## config.mk

```make
export PLATFORM = sky130hd
export DESIGN_NAME = uart_baud_tick_generator
export DESIGN_NICKNAME = d
export VERILOG_FILES = /design/src/rtl/uart_baud_tick_generator.sv
export SDC_FILE = /design/constraint.sdc
export NUM_CORES = 1
export LEC_CHECK = 0
export BUFFER_PORTS_ARGS = -buffer_cell sky130_fd_sc_hd__buf_2
export CAP_MARGIN = 25
export CORE_AREA = 8 8 80 82
export CTS_CLUSTER_DIAMETER = 200
export DETAILED_ROUTE_END_ITERATION = 12
export DIE_AREA = 0 0 88 90
export PLACE_DENSITY = 0.8
export RECOVER_POWER = 50
export SLEW_MARGIN = 20
export SYNTH_ARGS = -nofsm -noshare
export SYNTH_HDL_FRONTEND = slang
export SYNTH_SLANG_ARGS = --single-unit
```

## constraint.sdc

```tcl
create_clock -name clk -period 4.15 [get_ports clk]
set_clock_uncertainty 0.05 [all_clocks]
set_input_delay 0.415 -clock clk [delete_from_list [all_inputs] [get_ports clk]]
set_output_delay 0.415 -clock clk [all_outputs]
set_load 0.005 [all_outputs]
```

## src/rtl/uart_baud_tick_generator.sv

```systemverilog
// uart_baud_tick_generator
//
// Programmable baud-rate tick source shared by the UART transmit and receive
// cores. The system clock is divided by (active divisor + 1) to give an
// oversample tick; every OVERSAMPLE oversample ticks form one bit period.
// Three phase-locked pulses come out of the same counter chain:
//   os_tick  - every oversample period (receiver sampling)
//   mid_tick - on the oversample tick that closes the first half of a bit
//              (receiver centre sample)
//   bit_tick - on the oversample tick that closes the bit (transmit shift)
// A newly loaded divisor waits in a pending register and only takes effect at
// a bit boundary, so no shortened or stretched bit is ever produced.
//
// Ports
//   clk           system clock
//   reset         asynchronous, active-high reset
//   enable        1 = counters run, 0 = counters hold and no ticks
//   divisor_in    new divisor (oversample period = divisor + 1 clocks)
//   divisor_load  one-cycle strobe capturing divisor_in as pending divisor
//   restart       one-cycle strobe zeroing both counters and applying any
//                 pending divisor immediately
//   os_tick       one-cycle oversample pulse
//   mid_tick      one-cycle mid-bit pulse, coincident with an os_tick
//   bit_tick      one-cycle end-of-bit pulse, coincident with an os_tick
//   divisor_out   divisor currently in use
//   load_pending  a loaded divisor is waiting for the next bit boundary

module uart_baud_tick_generator #(
   parameter int                   DIV_WIDTH   = 16,
   parameter int                   OVERSAMPLE  = 16,
   parameter logic [DIV_WIDTH-1:0] DEFAULT_DIV = DIV_WIDTH'(650)
) (
   input  logic                 clk,
   input  logic                 reset,
   input  logic                 enable,
   input  logic [DIV_WIDTH-1:0] divisor_in,
   input  logic                 divisor_load,
   input  logic                 restart,
   output logic                 os_tick,
   output logic                 mid_tick,
   output logic                 bit_tick,
   output logic [DIV_WIDTH-1:0] divisor_out,
   output logic                 load_pending
);

   localparam int                  OS_WIDTH = (OVERSAMPLE > 2) ? $clog2(OVERSAMPLE) : 1;
   localparam logic [OS_WIDTH-1:0] OS_LAST  = OS_WIDTH'(OVERSAMPLE - 1);
   localparam logic [OS_WIDTH-1:0] OS_MID   = OS_WIDTH'(OVERSAMPLE / 2 - 1);

   logic [DIV_WIDTH-1:0] pre_count_q,   pre_count_d;
   logic [OS_WIDTH-1:0]  os_count_q,    os_count_d;
   logic [DIV_WIDTH-1:0] active_div_q,  active_div_d;
   logic [DIV_WIDTH-1:0] pending_div_q, pending_div_d;
   logic                 load_pending_q, load_pending_d;
   logic                 os_tick_q,     os_tick_d;
   logic                 mid_tick_q,    mid_tick_d;
   logic                 bit_tick_q,    bit_tick_d;

   logic pre_wrap;
   logic os_last;

   // The prescaler wraps when it reaches the active divisor. Because the
   // active divisor only changes while the prescaler is zero, equality is
   // always reached and no greater-than guard is needed.
   assign pre_wrap = (pre_count_q == active_div_q);
   assign os_last  = (os_count_q == OS_LAST);

   // Next-state logic. Restart overrides enable and normal counting. When a
   // restart coincides with a divisor load the fresh value goes straight into
   // service; otherwise a waiting pending divisor is promoted. In normal
   // running a pending divisor is promoted only on the wrap that closes a
   // bit, which is also when the prescaler restarts from zero. A load that
   // lands on that same wrap is kept pending for the following boundary.
   always_comb begin
      pre_count_d    = pre_count_q;
      os_count_d     = os_count_q;
      active_div_d   = active_div_q;
      pending_div_d  = pending_div_q;
      load_pending_d = load_pending_q;
      os_tick_d      = 1'b0;
      mid_tick_d     = 1'b0;
      bit_tick_d     = 1'b0;

      if (restart) begin
         pre_count_d = '0;
         os_count_d  = '0;
         if (divisor_load) begin
            active_div_d   = divisor_in;
            pending_div_d  = divisor_in;
            load_pending_d = 1'b0;
         end else if (load_pending_q) begin
            active_div_d   = pending_div_q;
            load_pending_d = 1'b0;
         end
      end else begin
         if (enable) begin
            if (pre_wrap) begin
               pre_count_d = '0;
               os_tick_d   = 1'b1;
               mid_tick_d  = (os_count_q == OS_MID);
               bit_tick_d  = os_last;
               if (os_last) begin
                  os_count_d = '0;
                  if (load_pending_q) begin
                     active_div_d   = pending_div_q;
                     load_pending_d = 1'b0;
                  end
               end else begin
                  os_count_d = os_count_q + OS_WIDTH'(1);
               end
            end else begin
               pre_count_d = pre_count_q + DIV_WIDTH'(1);
            end
         end
         if (divisor_load) begin
            pending_div_d  = divisor_in;
            load_pending_d = 1'b1;
         end
      end
   end

   // State and output registers. Reset drops everything back to the default
   // divisor at once, cancelling any tick in flight and any pending load.
   always_ff @(posedge clk or posedge reset) begin
      if (reset) begin
         pre_count_q    <= '0;
         os_count_q     <= '0;
         active_div_q   <= DEFAULT_DIV;
         pending_div_q  <= DEFAULT_DIV;
         load_pending_q <= 1'b0;
         os_tick_q      <= 1'b0;
         mid_tick_q     <= 1'b0;
         bit_tick_q     <= 1'b0;
      end else begin
         pre_count_q    <= pre_count_d;
         os_count_q     <= os_count_d;
         active_div_q   <= active_div_d;
         pending_div_q  <= pending_div_d;
         load_pending_q <= load_pending_d;
         os_tick_q      <= os_tick_d;
         mid_tick_q     <= mid_tick_d;
         bit_tick_q     <= bit_tick_d;
      end
   end

   assign os_tick      = os_tick_q;
   assign mid_tick     = mid_tick_q;
   assign bit_tick     = bit_tick_q;
   assign divisor_out  = active_div_q;
   assign load_pending = load_pending_q;

endmodule

```

==> qor.yml, run 1 <==
run_status:
  outcome: "finished clean"
drt:
  drc: 0
  postRouteAntennaNets: 0
  wl_met1_mm: 2.66
  drt_first_pass_iters: 4
  route.met3.wl_um: 307
  dr.max_layer_used: "met4"
  via_count: 1979
  routedWlPerCell_um: 16.7
  drt_wl_total_mm: 5.94
  wl_met2_mm: 2.91
  drt_iter0_markers: 109
  via_per_inst: 5.56
timing:
  setup_violations: 0
  worst_pin_slew_ns: 1.02
  fmax_mhz: 393
  slew_headroom_pct: 31.8
  final-max-slew-violation-count: 0
  rsz0062_at_grt: "no"
  period_needed_ns: 2.55
  hold_viol_final: 0
  tns_ns: 0
  hold_slack_ns: 0.225
  finalCritPeriodShare_pct: 61.4
placed_design:
  hpwl_mm: 4.15
  dp.cells: 347
  portBuffers: 40
  gp_congestion: 0.823
  placed_area_um2: 2970
floorplan:
  start_util_pct: 52.2
  die_y_um: 90
  die_x_um: 88
  rows: 27
  ios: 41
  die_area_um2: 7920
  fp.coreArea_um2: 5240
layout:
  layout-drive-gt1-share_pct: 27.8
  diodes: 0
  final_cells: 356
  final_area_um2: 3060
  area_growth_pct: 12.1
  finalNetCount: 306
synth:
  synth_area_leaders: "dfrtp_1, xor2_1, dfstp_2"
  synth_seq_cells: 56
  synth_fp_nets: 271
  synth_top_area_cell: "dfrtp_1"
  syn_inst: 248
  syn_avg_cell_area_um2: 11.0
  synth_edf_count: 0
  yosysMostFrequentCell: "dfrtp_1"
  synth_top_area_share_pct: 44.0
  netlist_area_um2: 2730
  ys_warn_count: 0
  synthArstFlopShare_pct: 100
  ys_dominant_reg_cell: "dfrtp_1"
  synthDistinctLibCells: 37
  seq_area_frac_synth_pct: 51.7
  yosys-top-cells-count: "dfrtp_1, xor2_1, nor2_1"
worst_setup_path:
  cp_max_fo: 32
  required_ns: 4.32
  critPathKind: "in -> reg"
  crit_path_start_kind: "input pin"
  cp-end-kind: "flop"
  arrival_ns: 2.71
  r2r_cells: 5
power:
  power_density_nw_per_um2: 356
  ir_drop_v: 0.000254
  leakagePower_nw: 1.34
clocking:
  cts_tree: "built"
  ctsResizeCount: 0
  cts.sinks: 56
  cts.clk_slew.worst_paths_ns: 0.10
  clock-root-buffer: "clkbuf_8"
  cts_hold_buf: 0
  htree_levels: 2
  cts_setup_buffers: 0
  clkLatencyLatePin_ns: 0.32
  cts_buffer_depth: 2
  numCtsBuffers: 5
run:
  cap_viol_max_count: 0
grt:
  grt_pass1_wl_mm: 10.0
  gr-total-overflow: 0
  grt_usage_pct: 16.0
  antenna_found_initial: 0
  grt_max_degree: 57
  grt_pass1_vias: 2072
min_path:
  worstHoldPathType: "in -> async"
[registers in the layout (all words and copies together) (netlist names)]
register and count:
bit_tick 1, divisor_out 16, load_pending 1, mid_tick 1, os_count_q 4, os_tick 1, pending_div_q 16, pre_count_q 16
[through the flow]
stage,utilization [%],worst slack (ns),power [W]
floorplan,-,2.14,0.000740
global placement,56.7,1.67,0.000800
detailed placement,56.7,1.61,0.000806
CTS,58.4,1.60,0.00110
global route,58.5,1.38,0.00115
finish,58.5,1.60,0.00109
[critical path, stage by stage]
cell	delay [ns]
clkbuf_1	0.74
nand2_1	0.82
o21ai_0	0.60
a2bb2oi_1	0.13
[report_power, final]
part | switching, W | internal (W)
logic | 0.0000776 | 0.0000828
registers | 0.0000402 | 0.000594
clock network | 0.000175 | 0.000121
[cell usage in the layout (no fill, tap or decap), types with 2 or more instances in the layout]
cell type / n
dfstp_2: 8
clkbuf_1: 2
nor2b_1: 2
nor4_1: 3
o21ai_0: 18
buf_2: 39
nor2_1: 20
and3_1: 5
nand4_1: 2
nand3b_1: 16
inv_1: 7
dfrtp_1: 48
nor3_1: 3
o21ai_2: 2
xor2_1: 25
mux2_2: 16
a2bb2oi_1: 16
buf_4: 2
ha_1: 2
nor4_2: 2
nand2_1: 10
a21oi_1: 4
nand3_1: 7
xnor2_1: 6
clkbuf_8: 5
[worst paths after layout]
check,startpoint,slack [ns],endpoint
min in group clk,divisor_in[12],0.28,pending_div_q[12]
min reg2reg,pending_div_q[4],0.45,pending_div_q[4]
min,reset,0.23,pending_div_q[13]
max reg2reg,pre_count_q[4],1.81,divisor_out[9]
max in group asynchronous,reset,3.37,pending_div_q[4]
max,divisor_load,1.60,divisor_out[9]
[kinds of logic (layout without fill, tap and decap cells)]
logic type	after synthesis	count (layout)	synth area share, %
xor+xnor	31	31	9.94
mux	17	17	7.15
fa+ha+maj	2	2	0.916
simple gates	75	75	15.6
compound gates	46	46	11.6
buf+inv	21	57	3.16
flops	56	56	51.7
[cell type report]
class | count | area (µm²)
clock buffers | 6 | 72.6
clock inverters | 2 | 13.8
fillers | 441 | 2170
inverters | 7 | 26.3
multi-input cells | 171 | 1230
flip-flops and latches | 56 | 1410
well taps | 72 | 90.1
repair buffers | 42 | 214
[per-layer routing]
metal | vias up | global-route usage, %
met2 | 56 | 25.5
li1 | 943 | -
met4 | 0 | 5.16
met3 | 6 | 4.19
met5 | - | 0
met1 | 974 | 20.3
Note: power is estimated with default switching activity, not from simulation.
==> inputs of run 2 (changes only) <==
==> constraint.sdc (replaced) <==
create_clock -name clk -period 2.6 [get_ports clk]
set_clock_uncertainty 0.05 [all_clocks]
set_input_delay 0.26 -clock clk [delete_from_list [all_inputs] [get_ports clk]]
set_output_delay 0.26 -clock clk [all_outputs]
set_load 0.005 [all_outputs]
==> qor.yml, run 2 (synthesis gave the netlist of run 1 again) <==
drt:
  via_count: 1975  # -0.20%
  postRouteAntennaNets: 0  # unchanged
  drt_iter0_markers: 110  # +0.92%
  routedWlPerCell_um: 16.4  # -1.7%
  drt_wl_total_mm: 5.92  # -0.35%
  drc: 0  # unchanged
  via_per_inst: 5.47  # -1.6%
  drt_first_pass_iters: 4  # unchanged
timing:
  rsz0062_at_grt: "no"
  setup_violations: 0  # unchanged
  final-max-slew-violation-count: 0  # unchanged
  worst_pin_slew_ns: 1.03  # +0.00794 ns
  fin_ws_ns: 0.470  # -1.13 ns
  period_needed_ns: 2.13
  tns_ns: 0  # unchanged
  hold_viol_final: 0  # unchanged
  finalCritPeriodShare_pct: 81.9
  fmax_mhz: 470
  slew_headroom_pct: 31.2  # -0.60 points
worst_setup_path:
  crit_slowest_cell: "dfstp_2"
  max_stage_delay_ns: 0.56  # -0.26 ns
  cp_max_fo: 10  # -69%
  path_delay_family: "simple AND/OR/NAND/NOR gates"
  required_ns: 2.75  # -1.57 ns
  critPathKind: "reg -> reg"
  cp-end-kind: "flop"
  cp_num_buf_inv: 0  # -1
  crit_path_start_kind: "flop"
  crit_chain: "xor2_1 > nor4_1 > nand4_2 > or2_1 > mux2_4"
  arrival_ns: 2.28  # -0.43 ns
grt:
  grt_pass1_wl_mm: 10.0  # unchanged
  grt_max_degree: 33  # -42%
  grt_pass1_vias: 2007  # -3.1%
  antenna_found_initial: 0  # unchanged
  gr-total-overflow: 0  # unchanged
  grt_usage_pct: 16.0  # +0.031 points
clocking:
  cts.clk_slew.worst_paths_ns: 0.10  # about the same
  numCtsBuffers: 5  # unchanged
  cts_buffer_depth: 2  # unchanged
  cts_setup_buffers: 0  # unchanged
  clkLatencyLatePin_ns: 0.31  # about the same
  ctsResizeCount: 0  # unchanged
  htree_levels: 2  # unchanged
  cts_hold_buf: 1  # +1
  cts.sinks: 56  # unchanged
  cts_tree: "built"
  clock-root-buffer: "clkbuf_8"
placed_design:
  dp.cells: 352  # +1.4%
  hpwl_mm: 4.19  # +0.73%
  portBuffers: 40  # unchanged
  gp_congestion: 0.883  # +7.4%
  place_ws_ns: 0.501  # -1.11 ns
layout:
  seq_area_um2: 1410  # unchanged
  postLayoutCoreUtil_pct: 58.9  # +0.48 points
  layout_common_cells: "dfrtp_1, buf_2, xor2_1"
  multiInputGateArea_um2: 1230  # unchanged
  area_growth_pct: 13.0
  final_common_cell: "dfrtp_1"
  final_cells: 361  # +1.4%
  diodes: 0  # unchanged
  layout-drive-gt1-share_pct: 25.3  # -2.6 points
  n_fill_cell: 439  # -0.45%
  finalNetCount: 311  # +1.6%
floorplan:
  die_y_um: 90  # unchanged
  ios: 41  # unchanged
  die_x_um: 88  # unchanged
  start_util_pct: 52.2  # unchanged
  die_area_um2: 7920  # unchanged
  rows: 27  # unchanged
  fp.coreArea_um2: 5240  # unchanged
power:
  power_w: 0.00174  # +60%
  power_density_nw_per_um2: 564  # +58%
  leakagePower_nw: 1.33  # -0.49%
  ir_drop_v: 0.000316  # +24%
run:
  cap_viol_max_count: 0  # unchanged
min_path:
  worstHoldPathType: "in -> reg"
run_status:
  outcome: "finished clean"
-- run 2: worst reg2reg max path: cells and delay by family, from the launching register on --
kind / cells / cell delay (ns)
and+or+nand+nor: 3 / 1.03
DFF: 1 / 0.56
muxes: 1 / 0.31
xor gates and xnor gates: 1 / 0.08
-- run 2: stage by stage --
step / area, µm² / hold slack [ns]
after global placement: 3020 / 0.309
after detailed placement: 3020 / 0.306
after CTS: 3120 / 0.125
final: 3090 / 0.136
after global routing: 3090 / 0.115
after floorplan: 2730 / 0.362
-- run 2: final cells by class --
type                       count  area share [%]
clock inverter                 2           0.527
multi-input combinational    171            40.0
inverter                       7           0.851
timing repair buffer          47            7.66
sequential                    56            45.7
tap                           72            2.92
clock buffer                   6            2.35
-- run 2: path summary, 6_finish.rpt --
path                              startpoint                 to  slack, ns  cells after the start
setup / recovery              divisor_out[7]      os_count_q[0]       0.47                      5
hold / removal                 divisor_in[1]   pending_div_q[1]       0.14                      2
setup reg to reg              divisor_out[7]      os_count_q[0]       0.47                      5
hold reg to reg            pending_div_q[10]  pending_div_q[10]       0.45                      1
max in group asynchronous              reset     divisor_out[2]       0.53                      4
min in group asynchronous              reset      os_count_q[2]       0.69                      3
-- run 2: layer usage --
metal	GRT usage, %	vias to the layer above	part of all wire (%)
li1	-	950	-
met1	20.7	968	45
met2	25.2	52	48
met3	4.37	5	5.8
met4	4.73	0	0.96
met5	0	-	0
-- run 2: report_power, final --
part / internal [W] / switching (W) / total, W
logic: 0.000131 / 0.000128 / 0.000258
registers: 0.000948 / 0.0000632 / 0.00101
clock network: 0.000192 / 0.000279 / 0.000472
total: 0.00127 / 0.000470 / 0.00174
==> inputs of run 3 (changes only) <==
--- a/config.mk
+++ b/config.mk
@@ -7,11 +7,11 @@
 export LEC_CHECK = 0
 export BUFFER_PORTS_ARGS = -buffer_cell sky130_fd_sc_hd__buf_2
 export CAP_MARGIN = 25
-export CORE_AREA = 8 8 80 82
+export CORE_AREA = 8 8 83 85
 export CTS_CLUSTER_DIAMETER = 200
 export DETAILED_ROUTE_END_ITERATION = 12
-export DIE_AREA = 0 0 88 90
-export PLACE_DENSITY = 0.8
+export DIE_AREA = 0 0 91 93
+export PLACE_DENSITY = 0.77
 export RECOVER_POWER = 50
 export SLEW_MARGIN = 20
 export SYNTH_ARGS = -nofsm -noshare
==> constraint.sdc (replaced) <==
create_clock -name clk -period 1.8 [get_ports clk]
set_clock_uncertainty 0.05 [all_clocks]
set_input_delay 0.18 -clock clk [delete_from_list [all_inputs] [get_ports clk]]
set_output_delay 0.18 -clock clk [all_outputs]
set_load 0.005 [all_outputs]
==> qor.yml, run 3 (synthesis gave the netlist of run 1 again) <==
timing:
  final-max-slew-violation-count: 0  # unchanged
  setup_violations: 36  # +36
  tns_ns: -4.72  # -4.72 ns
  fin_ws_ns: -0.200  # -0.671 ns
  period_needed_ns: 2.00  # -0.129 ns
  fmax_mhz: 500  # +6.5%
  hold_slack_ns: 0.0576  # -0.0781 ns
  finalCritPeriodShare_pct: 111  # +29 points
  slew_headroom_pct: 54.8  # +24 points
  worst_pin_slew_ns: 0.677  # -0.354 ns
  hold_viol_final: 0  # unchanged
  rsz0062_at_grt: "yes"
worst_setup_path:
  arrival_ns: 2.18  # -0.10 ns
  cp-endpoint: "divisor_out[8]"
  critPathKind: "reg -> reg"
  r2r_start: "pre_count_q[4]"
  required_ns: 1.98  # -0.77 ns
  crit_path_start_kind: "flop"
  cp-end-kind: "flop"
  cp-startpoint: "pre_count_q[4]"
  r2r_cells: 7  # +2
  crit_chain: "xor2_1 > nor4_2 > nand4_2 > buf_6 > o21ai_4 > buf_12 > a2bb2oi_1"
  max_stage_delay_ns: 0.41  # -0.15 ns
  crit_slowest_cell: "dfrtp_1"
  rr_endpoint: "divisor_out[8]"
  cp_max_fo: 16  # +6
  reg2reg_slack_ns: -0.20  # -0.67 ns
run_status:
  violations: "setup timing"
  outcome: "finished with violations"
clocking:
  cts.clk_slew.worst_paths_ns: 0.11  # about the same
  cts_tree: "built"
  clock-root-buffer: "clkbuf_8"
  htree_levels: 2  # unchanged
  numCtsBuffers: 5  # unchanged
  clkLatencyLatePin_ns: 0.32  # about the same
  cts.sinks: 56  # unchanged
  cts_buffer_depth: 2  # unchanged
drt:
  via_per_inst: 5.34  # -2.4%
  drc: 0  # unchanged
  postRouteAntennaNets: 0  # unchanged
  drt_iter0_markers: 101  # -8.2%
  via_count: 2163  # +9.5%
  routedWlPerCell_um: 16.5  # +0.72%
  drt_first_pass_iters: 4  # unchanged
  drt_wl_total_mm: 6.69  # +13%
grt:
  grt_pass1_wl_mm: 11.0  # +10%
  grt_max_degree: 40  # +21%
  grt_pass1_vias: 2249  # +12%
  grt_usage_pct: 16.0  # -0.036 points
  gr-total-overflow: 0  # unchanged
  antenna_found_initial: 0  # unchanged
layout:
  final_cells: 405  # +12%
  final_area_um2: 3700  # +20%
  area_growth_pct: 35.5
  diodes: 0  # unchanged
  layout_common_cells: "dfrtp_1, buf_4, buf_2"
  finalNetCount: 352  # +13%
  layout-drive-gt1-share_pct: 46.4  # +21 points
  final_common_cell: "dfrtp_1"
placed_design:
  portBuffers: 40  # unchanged
  placed_area_um2: 3330  # +10%
  gp_congestion: 0.796  # -9.9%
  hpwl_mm: 4.62  # +10%
  dp.cells: 392  # +11%
  place_ws_ns: -0.185  # -0.686 ns
run:
  cap_viol_max_count: 0  # unchanged
floorplan:
  fp.coreArea_um2: 5680  # +8.4%
  die_x_um: 91  # +3.4%
  start_util_pct: 48.1  # -4.0 points
  rows: 28  # +3.7%
  die_area_um2: 8460  # +6.9%
  die_y_um: 93  # +3.3%
  ios: 41  # unchanged
power:
  internal-power_w: 0.00216  # +70%
  pwr-share-seq_pct: 49.3  # -8.8 points
  ir_drop_v: 0.000580  # +83%
  pwr-share-clk_pct: 31.1  # +4.0 points
  p_switching_w: 0.000748  # +59%
  leakagePower_nw: 1.61  # +21%
  power_density_nw_per_um2: 787  # +39%
  swShare_pct: 25.7  # -1.3 points
  power_frac_comb_pct: 19.6  # +4.8 points
min_path:
  worstHoldPathType: "in -> reg"
==> run 3: cell types whose count changed in the layout (fill, tap and decap cells not counted), moves of 2 or more <==
| cell | change |
|---|---|
| nor4_1 | -2 |
| a2bb2oi_1 | -7 |
| nor2_2 | +9 |
| buf_4 | +34 |
| buf_2 | +7 |
| nor2_1 | -15 |
| clkbuf_8 | +2 |
| nor2_4 | +6 |
| a2bb2oi_2 | +7 |
| clkbuf_1 | -8 |
| o21ai_4 | +2 |
| buf_6 | +4 |
| buf_12 | +3 |
==> run 3: per-stage QoR <==
step	power [W]	utilization (%)
6_report	0.00291	65.2
5_1_grt	0.00302	65.2
4_1_cts	0.00291	63.1
3_5_place_dp	0.00197	58.6
3_3_place_gp	0.00195	58.6
2_1_floorplan	0.00170	-
==> run 3: area by class of cell <==
class,instances,area (µm²)
Fill cell,443,1980
Multi-Input combinational cell,171,1430
Sequential cell,56,1410
Timing Repair Buffer,88,608
Clock buffer,7,96.3
Tap cell,75,93.8
Clock inverter,1,30.0
Inverter,7,26.3
==> run 3: what timing repair did <==
action | in CTS | in global routing
setup endpoints to repair | 36 | 38
gates cloned | 1 | 0
setup buffers | 1 | 2
hold buffers | 1 | 0
pin swaps | 18 | 5
resized for setup | 26 | 24
endpoints found under the hold margin | 17 | 0
==> run 3: power groups by stage <==
stage	clock, W	combinational [W]	sequential [W]
floorplan	0	0.000244	0.00146
global route	0.000963	0.000614	0.00145
detailed placement	0	0.000511	0.00146
finish	0.000907	0.000570	0.00144
CTS	0.000924	0.000548	0.00143
global placement	0	0.000501	0.00145
==> run 3: worst min path at each step <==
stage                               from                 to  depth (start not counted)
after detailed placement           reset      os_count_q[0]                          2
after CTS                  divisor_in[8]   pending_div_q[8]                          2
after floorplan           divisor_in[10]  pending_div_q[10]                          1
after global placement             reset           mid_tick                          2
after global routing      divisor_in[12]  pending_div_q[12]                          2
final                     divisor_in[11]  pending_div_q[11]                          2
==> run 3: routing by layer <==
| layer | up-vias | track usage, % | routed length (µm) |
|---|---|---|---|
| li1 | 1038 | - | - |
| met1 | 1062 | 19.7 | 2870 |
| met2 | 53 | 27.2 | 3390 |
| met3 | 10 | 3.21 | 298 |
| met4 | 0 | 6.00 | 129 |
| met5 | - | 0 | 0 |
==> run 3: worst max-delay path: cells and delay by family, from the launching register on <==
| kind | cells | cell delay [ns] |
|---|---|---|
| xor+xnor | 1 | 0.18 |
| flops | 1 | 0.41 |
| compound gates | 2 | 0.35 |
| simple gates | 2 | 0.56 |
| buf+inv | 2 | 0.37 |
